===== src/rtl/core_pkg.sv =====
// Shared core encodings: execute-stage forwarding selects and the x0 index,
// plus the decode-to-execute shadow record used by the hazard unit.
package core_pkg;
    localparam logic [1:0] FWD_RF   = 2'b00;
    localparam logic [1:0] FWD_WB   = 2'b01;
    localparam logic [1:0] FWD_MEM  = 2'b10;
    localparam logic [4:0] REG_ZERO = 5'd0;

    typedef struct packed {
        logic [4:0] rs1;
        logic [4:0] rs2;
        logic [4:0] rd;
        logic       regwrite;
        logic       load;
    } e_shadow_t;
endpackage


===== src/rtl/hazard_fwd_sel.sv =====
// Operand forwarding select for one execute-stage source register.
// The memory-stage result is younger, so it beats writeback; x0 never forwards.
module hazard_fwd_sel
    import core_pkg::*;
(
    input  logic [4:0] i_rs,
    input  logic [4:0] i_rd_m,
    input  logic       i_regwrite_m,
    input  logic [4:0] i_rd_w,
    input  logic       i_regwrite_w,
    output logic [1:0] o_fwd
);
    logic w_hit_m;
    logic w_hit_w;

    assign w_hit_m = i_regwrite_m && (i_rd_m != REG_ZERO) && (i_rd_m == i_rs);
    assign w_hit_w = i_regwrite_w && (i_rd_w != REG_ZERO) && (i_rd_w == i_rs);

    always_comb begin
        o_fwd = FWD_RF;
        if (w_hit_m)
            o_fwd = FWD_MEM;
        else if (w_hit_w)
            o_fwd = FWD_WB;
    end
endmodule


===== src/rtl/hazard_ctrl.sv =====
// Hazard controller for the 5-stage core: E/M/W shadow registers, forwarding
// selects, load-use stall, branch flush and saturating event counters.
module hazard_ctrl
    import core_pkg::*;
#(
    parameter int CNT_W = 16
) (
    input  logic             clk,
    input  logic             rst,
    input  logic [4:0]       Rs1D,
    input  logic [4:0]       Rs2D,
    input  logic [4:0]       RdD,
    input  logic             RegWriteD,
    input  logic             LoadD,
    input  logic             PCSrcE,
    output logic [1:0]       ForwardAE,
    output logic [1:0]       ForwardBE,
    output logic             StallF,
    output logic             StallD,
    output logic             FlushD,
    output logic             FlushE,
    output logic [CNT_W-1:0] stall_cnt,
    output logic [CNT_W-1:0] flush_cnt
);
    e_shadow_t        r_e;
    logic [4:0]       r_rd_m;
    logic             r_regwrite_m;
    logic [4:0]       r_rd_w;
    logic             r_regwrite_w;
    logic [CNT_W-1:0] r_stall_cnt;
    logic [CNT_W-1:0] r_flush_cnt;

    logic             w_lwstall;
    e_shadow_t        w_d;

    assign w_d = '{rs1: Rs1D, rs2: Rs2D, rd: RdD, regwrite: RegWriteD, load: LoadD};

    // A taken branch squashes the dependent instruction anyway, so it suppresses the stall.
    assign w_lwstall = r_e.load && r_e.regwrite && (r_e.rd != REG_ZERO) &&
                       ((r_e.rd == Rs1D) || (r_e.rd == Rs2D)) && !PCSrcE;

    assign StallF    = w_lwstall;
    assign StallD    = w_lwstall;
    assign FlushD    = PCSrcE;
    assign FlushE    = w_lwstall || PCSrcE;
    assign stall_cnt = r_stall_cnt;
    assign flush_cnt = r_flush_cnt;

    hazard_fwd_sel u_fwd_a (
        .i_rs         (r_e.rs1),
        .i_rd_m       (r_rd_m),
        .i_regwrite_m (r_regwrite_m),
        .i_rd_w       (r_rd_w),
        .i_regwrite_w (r_regwrite_w),
        .o_fwd        (ForwardAE)
    );

    hazard_fwd_sel u_fwd_b (
        .i_rs         (r_e.rs2),
        .i_rd_m       (r_rd_m),
        .i_regwrite_m (r_regwrite_m),
        .i_rd_w       (r_rd_w),
        .i_regwrite_w (r_regwrite_w),
        .o_fwd        (ForwardBE)
    );

    always_ff @(posedge clk) begin
        if (!rst) begin
            r_e          <= '0;
            r_rd_m       <= REG_ZERO;
            r_regwrite_m <= 1'b0;
            r_rd_w       <= REG_ZERO;
            r_regwrite_w <= 1'b0;
            r_stall_cnt  <= '0;
            r_flush_cnt  <= '0;
        end else begin
            r_e          <= FlushE ? '0 : w_d;
            r_rd_m       <= r_e.rd;
            r_regwrite_m <= r_e.regwrite;
            r_rd_w       <= r_rd_m;
            r_regwrite_w <= r_regwrite_m;
            if (w_lwstall && (r_stall_cnt != '1))
                r_stall_cnt <= r_stall_cnt + CNT_W'(1);
            if (PCSrcE && (r_flush_cnt != '1))
                r_flush_cnt <= r_flush_cnt + CNT_W'(1);
        end
    end
endmodule


===== config.mk =====
export PLATFORM = sky130hd
export DESIGN_NAME = hazard_ctrl
export DESIGN_NICKNAME = d
export VERILOG_FILES = /design/src/rtl/core_pkg.sv /design/src/rtl/hazard_fwd_sel.sv /design/src/rtl/hazard_ctrl.sv
export SDC_FILE = /design/constraint.sdc
export NUM_CORES = 1
export LEC_CHECK = 0
export ABC_CLOCK_PERIOD_IN_PS = 3200
export BUFFER_PORTS_ARGS = -buffer_cell sky130_fd_sc_hd__buf_4
export CAP_MARGIN = 10
export CORE_UTILIZATION = 58
export CTS_BUF_LIST = sky130_fd_sc_hd__clkbuf_8
export CTS_CLUSTER_DIAMETER = 100
export CTS_CLUSTER_SIZE = 12
export DETAILED_ROUTE_END_ITERATION = 16
export HOLD_SLACK_MARGIN = 0.08
export PLACE_DENSITY = 0.83
export SYNTH_ARGS = -nofsm -noshare
export SYNTH_HDL_FRONTEND = slang
export SYNTH_SLANG_ARGS = --single-unit

===== constraint.sdc =====
create_clock -name clk -period 3.2 [get_ports clk]
set_input_delay 0.64 -clock clk [delete_from_list [all_inputs] [get_ports clk]]
set_output_delay 0.64 -clock clk [all_outputs]
set_load 0.005 [all_outputs]

Word-level counts from Yosys, hierarchy flattened
Cells that the tools add are included.
{"block": "word_totals", "ff_bits": 61, "inputBits": 20}
{"block": "op_classes", "addsub": 2, "n_eq_ne": 8, "n_mux": 4, "bitwise": 1, "n_reduce_logical": 19}
{"operator": "16-bit by 1-bit adder with 16-bit output, second input constant", "count": 2}
{"operator": "16-bit inequality test, second input constant", "count": 2}
{"operator": "5-bit equality test", "count": 6}
{"operator": "5-bit nonzero test", "count": 3}
{"operator": "1-bit logical AND", "count": 12}
{"operator": "2-bit two-way mux", "count": 2}
{"operator": "1-bit logical OR", "count": 2}
{"operator": "1-bit two-way mux", "count": 2}
{"operator": "2-bit OR reduction", "count": 1}
{"operator": "1-bit zero test", "count": 1}
{"operator": "1-bit inverter", "count": 1}

Depth between registers and ports, before layout
{"block": "logic_depth", "depth_word": 6, "depth_mapped": 8}

Modules after synthesis
Synthesis repeated with hierarchy kept, for this count alone.
{"block": "hier_totals", "cells_unflattened": 317, "hier_area_um2": 2929.1}
{"module": "hazard_ctrl", "instances": 1, "cells_each": 275, "area_per_inst_um2": 2611.3}
{"module": "hazard_fwd_sel", "instances": 2, "cells_each": 21, "area_per_inst_um2": 158.9}

Least setup slack after synthesis
Ideal clock, no wire load.
{"block": "synth_timing", "path_type": "input to output", "start": "input Rs1D[3]", "end": "output StallF", "arrival_time_ns": 1.445, "path_slack_ns": 1.115, "path_stages": 6, "cell_sequence": "xnor2_1 -> nand3_1 -> o22ai_1 -> nand2_1 -> nor2_1 -> buf_4"}
{"block": "synth_between", "elab_chain_len": 4}
{"item": "start, declared", "line_no": "hazard_ctrl.sv:10", "source": "input logic [4:0] Rs1D,"}
{"item": "5-bit equality test", "line_no": "hazard_ctrl.sv:40", "source": "((r_e.rd == Rs1D) || (r_e.rd == Rs2D)) && !PCSrcE;"}
{"item": "1-bit logical OR", "line_no": "hazard_ctrl.sv:40"}
{"item": "1-bit logical AND", "line_no": "hazard_ctrl.sv:39", "source": "assign w_lwstall = r_e.load && r_e.regwrite && (r_e.rd != REG_ZERO) &&"}
{"item": "1-bit logical AND", "line_no": "hazard_ctrl.sv:40"}
{"item": "end, declared", "line_no": "hazard_ctrl.sv:18", "source": "output logic StallF,"}
No other way between the ends.

Final worst setup path
{"block": "layout_timing", "start": "register r_rd_m[0]", "end": "output ForwardAE[0]"}
{"block": "layout_between", "elab_chain_len": 4, "elab_cells_between_ends": 5, "classes_between": "1 x eq/ne; 1 x mux; 3 x reduce/logical"}
{"item": "start, declared", "line_no": "hazard_ctrl.sv:26", "source": "logic [4:0] r_rd_m;"}
{"item": "start signal, assigned", "line_no": "hazard_ctrl.sv:78", "source": "r_rd_m <= r_e.rd;"}
{"item": "5-bit nonzero test", "line_no": "hazard_fwd_sel.sv:16", "source": "assign w_hit_m = i_regwrite_m && (i_rd_m != REG_ZERO) && (i_rd_m == i_rs);"}
{"item": "1-bit logical AND", "line_no": "hazard_fwd_sel.sv:16"}
{"item": "1-bit logical AND (*)", "line_no": "hazard_fwd_sel.sv:16"}
{"item": "2-bit two-way mux (*)", "line_no": "hazard_fwd_sel.sv:21", "source": "if (w_hit_m)"}
{"item": "end, declared", "line_no": "hazard_ctrl.sv:16", "source": "output logic [1:0] ForwardAE,"}
Every way passes the cells marked *; elsewhere a longest branch is shown, timed or not.

==> qor.txt <==
HP Class - reg2reg
Top FF cell, synth - dfxtp_1
Clock Skew - 10.4 ps
RSZ-0062 raised after global routing - no
Detail Placement HPWL - 4290 um
Clock Tree Buf Depth - 2
final hold vios - 0
Final Setup Violations - 0
WP data arrival - 2020 ps
clk root buf - clkbuf_8
via count - 2482
post-cts sizing count - 0
Compound-Gate Fraction of Synth Area - 0.119
Die ar. - 5200 um2
Max FO, Critical Path - 4
post-synthesis async set-or-reset flop share - 0
Hold-fix buffers, CTS - 0
Leakage Power - 1.44 nW
largest family of logic cells by synthesized area - simple AND/OR/NAND/NOR gates
post-synthesis simple-gate area fraction - 0.274
Core Area - 4720 um2
Total GRT Usage - 0.243
Slew @ Worst Pin - 792 ps
Post-Synthesis Net Count - 333
vias per inst - 5.64
port bufs - 59
Residual DRC - 0
synthesized cell area - 2850 um2
Max Cap Viol - 0
crit-path cells - or4_1 > o21ai_0 > nor4_1 > nor4_1 > buf_4
P&R area growth vs syn - 23.8%
Chip Height - 72.1 um
register area share after synthesis - 0.428
Post-CTS Setup Inserts - 0
TritonCTS Buffers - 9
Worst VDD drop - 0.326 mV
max frequency - 375 MHz
I/O pin count - 60
power density over the cells - 465 nW/um2
outcome - completed
data required time of the worst path - 2560 ps
ant diodes - 0
grt ovf - 0
fin crit share - 0.832
fin crit period - 2660 ps
cell mode on critical path - nor4_1
TritonRoute pass-1 iters - 4
max-slew violation count - 0
largest net degree at the start of global routing - 31
Post-Synth XOR/XNOR Area - 0.120
Post-Synth Adder-Cell Area - 0.00877
clock latency at the later pin of the worst-skew pair - 340 ps
number of synthesized flops with an enable pin - 0
clk sinks - 61
CTS tree - done
Cell Rows - 25
Layout Nets - 390
vias in the first global route - 2083
gpl congestion - 0.836
CTS H-tree lvls - 3
routed len/inst - 13.7 um
Post-Synthesis Cells - 311
Mapped Avg Cell Area - 9.18 um2
crit path max-delay cell type - or4_1
Reg clk slew, reported paths - 70 ps
Worst path max stage delay - 510 ps
Die Wd - 72.1 um
Routed WL - 6050 um
FF+latch count, synth - 61
Starting Density - 0.604
setup tns final - 0 ps
critical path launch point type - flip-flop
DRT iter0 DRCs - 142
fill count - 378
Setup crit end kind - primary output
Synth cell types - 43
fin util - 0.748
initial antenna violation count - 0
Relative slew margins - 0.471
proportion of synthesized area in mux cells - 0.0140
layout cells sized above 1 - 0.209
Ys Warns - 0
crit path kind - reg2out
remaining antenna violation count after routing - 0
first-pass GRT wire length - 9710 um
[cells in the mapped netlist, drive strengths merged (4+ instances only)]
cell type	count	area (um2)
nand3	19	95.1
nor4	9	56.3
xor2	18	158
a21oi	10	50.1
nand2b	6	37.5
xnor2	21	184
and2	30	188
nor2	19	71.3
dfxtp	61	1220
a211oi	4	35.0
and3	7	43.8
mux2i	4	40.0
o31ai	8	60.1
buf	10	67.6
or4	13	97.6
nand4	8	50.1
inv	5	18.8
o21ai	6	30.0
nand2	18	67.6
clkbuf	5	18.8
[path summary, 6_finish.rpt]
check / start / cells past startpoint / slack, ps / end
hold reg to reg: r_e[1] / 1 / 480 / r_regwrite_m
setup / recovery: r_rd_m[0] / 5 / 540 / ForwardAE[0]
setup reg to reg: r_e[2] / 4 / 1080 / r_e[14]
hold / removal: r_e[1] / 1 / 480 / r_regwrite_m
[power breakdown]
part	leakage (nW)	switching, mW	total (mW)	internal [mW]
registers	0.495	0.0155	0.789	0.774
logic	0.839	0.0426	0.0927	0.0501
clock network	0.110	0.303	0.761	0.458
[critical path: cells and delay by family, from the launching register on]
kind                   cells  cell delay (ps)
flip-flops                 1              350
buffers and inverters      1              160
AO/OA/AOI/OAI              1              260
AND/OR/NAND/NOR            3              930
[per-layer routing]
metal / GRT usage / routed length, um / part of all wire / vias to the layer above
met4: 0.0980 / 50 / 0.0083 / 0
met5: 0 / 0 / 0 / -
met2: 0.382 / 2910 / 0.48 / 63
met1: 0.319 / 2800 / 0.46 / 1179
met3: 0.0611 / 286 / 0.047 / 6
li1: - / - / - / 1234
[placed cells by master (no fill, tap or decap), types with 2 or more instances in the layout]
cell        instances
nor2_1             19
nand4_1             8
clkbuf_8           10
nor4_1              9
o21ai_0             5
and4_1              3
a31oi_1             2
nand2_1            18
and2_1             30
ha_1                2
bufinv_16           2
nand3_1            19
or4_1              13
a211oi_1            3
mux2i_1             4
xnor2_1            21
and3_1              7
buf_4              61
dfxtp_1            61
a21oi_1            10
o311a_1             2
o31ai_1             8
xor2_1             18
clkinvlp_4          2
nor3_1              3
inv_1               6
nand2b_1            6
o41ai_1             3
o311ai_0            2
[state kept, by name, summed over array words and instances, names as in the netlist]
name,cells
r_e,17
flush_cnt,16
stall_cnt,16
r_rd_m,5
r_rd_w,5
r_regwrite_m,1
r_regwrite_w,1
[final cells by class]
type	count	area, um2	area share
sequential	61	1220	0.345
multi-input combinational	230	1530	0.432
clock inverter	6	87.6	0.0248
clock buffer	10	138	0.0389
timing repair buffer	61	458	0.130
tap	67	83.8	0.0237
inverter	5	18.8	0.00531
[metrics by stage]
| stage | hold WS, ps | instances | instance area [um2] | total power, mW | worst slack (ps) |
|---|---|---|---|---|---|
| after floorplan | 423 | 311 | 2850 | 0.862 | 1110 |
| after global placement | 445 | 424 | 3310 | 0.897 | 903 |
| after detailed placement | 466 | 424 | 3310 | 0.900 | 875 |
| after CTS | 481 | 440 | 3530 | 1.66 | 527 |
| after global routing | 495 | 440 | 3530 | 1.70 | 373 |
| final | 476 | 440 | 3530 | 1.64 | 536 |
[logic make-up after synthesis]
family / Yosys count
compound gates: 46
simple gates: 139
mux: 4
xor+xnor: 39
buf+inv: 20
fa+ha+maj: 2
flops: 61
Power figures use the tool's default switching activity.
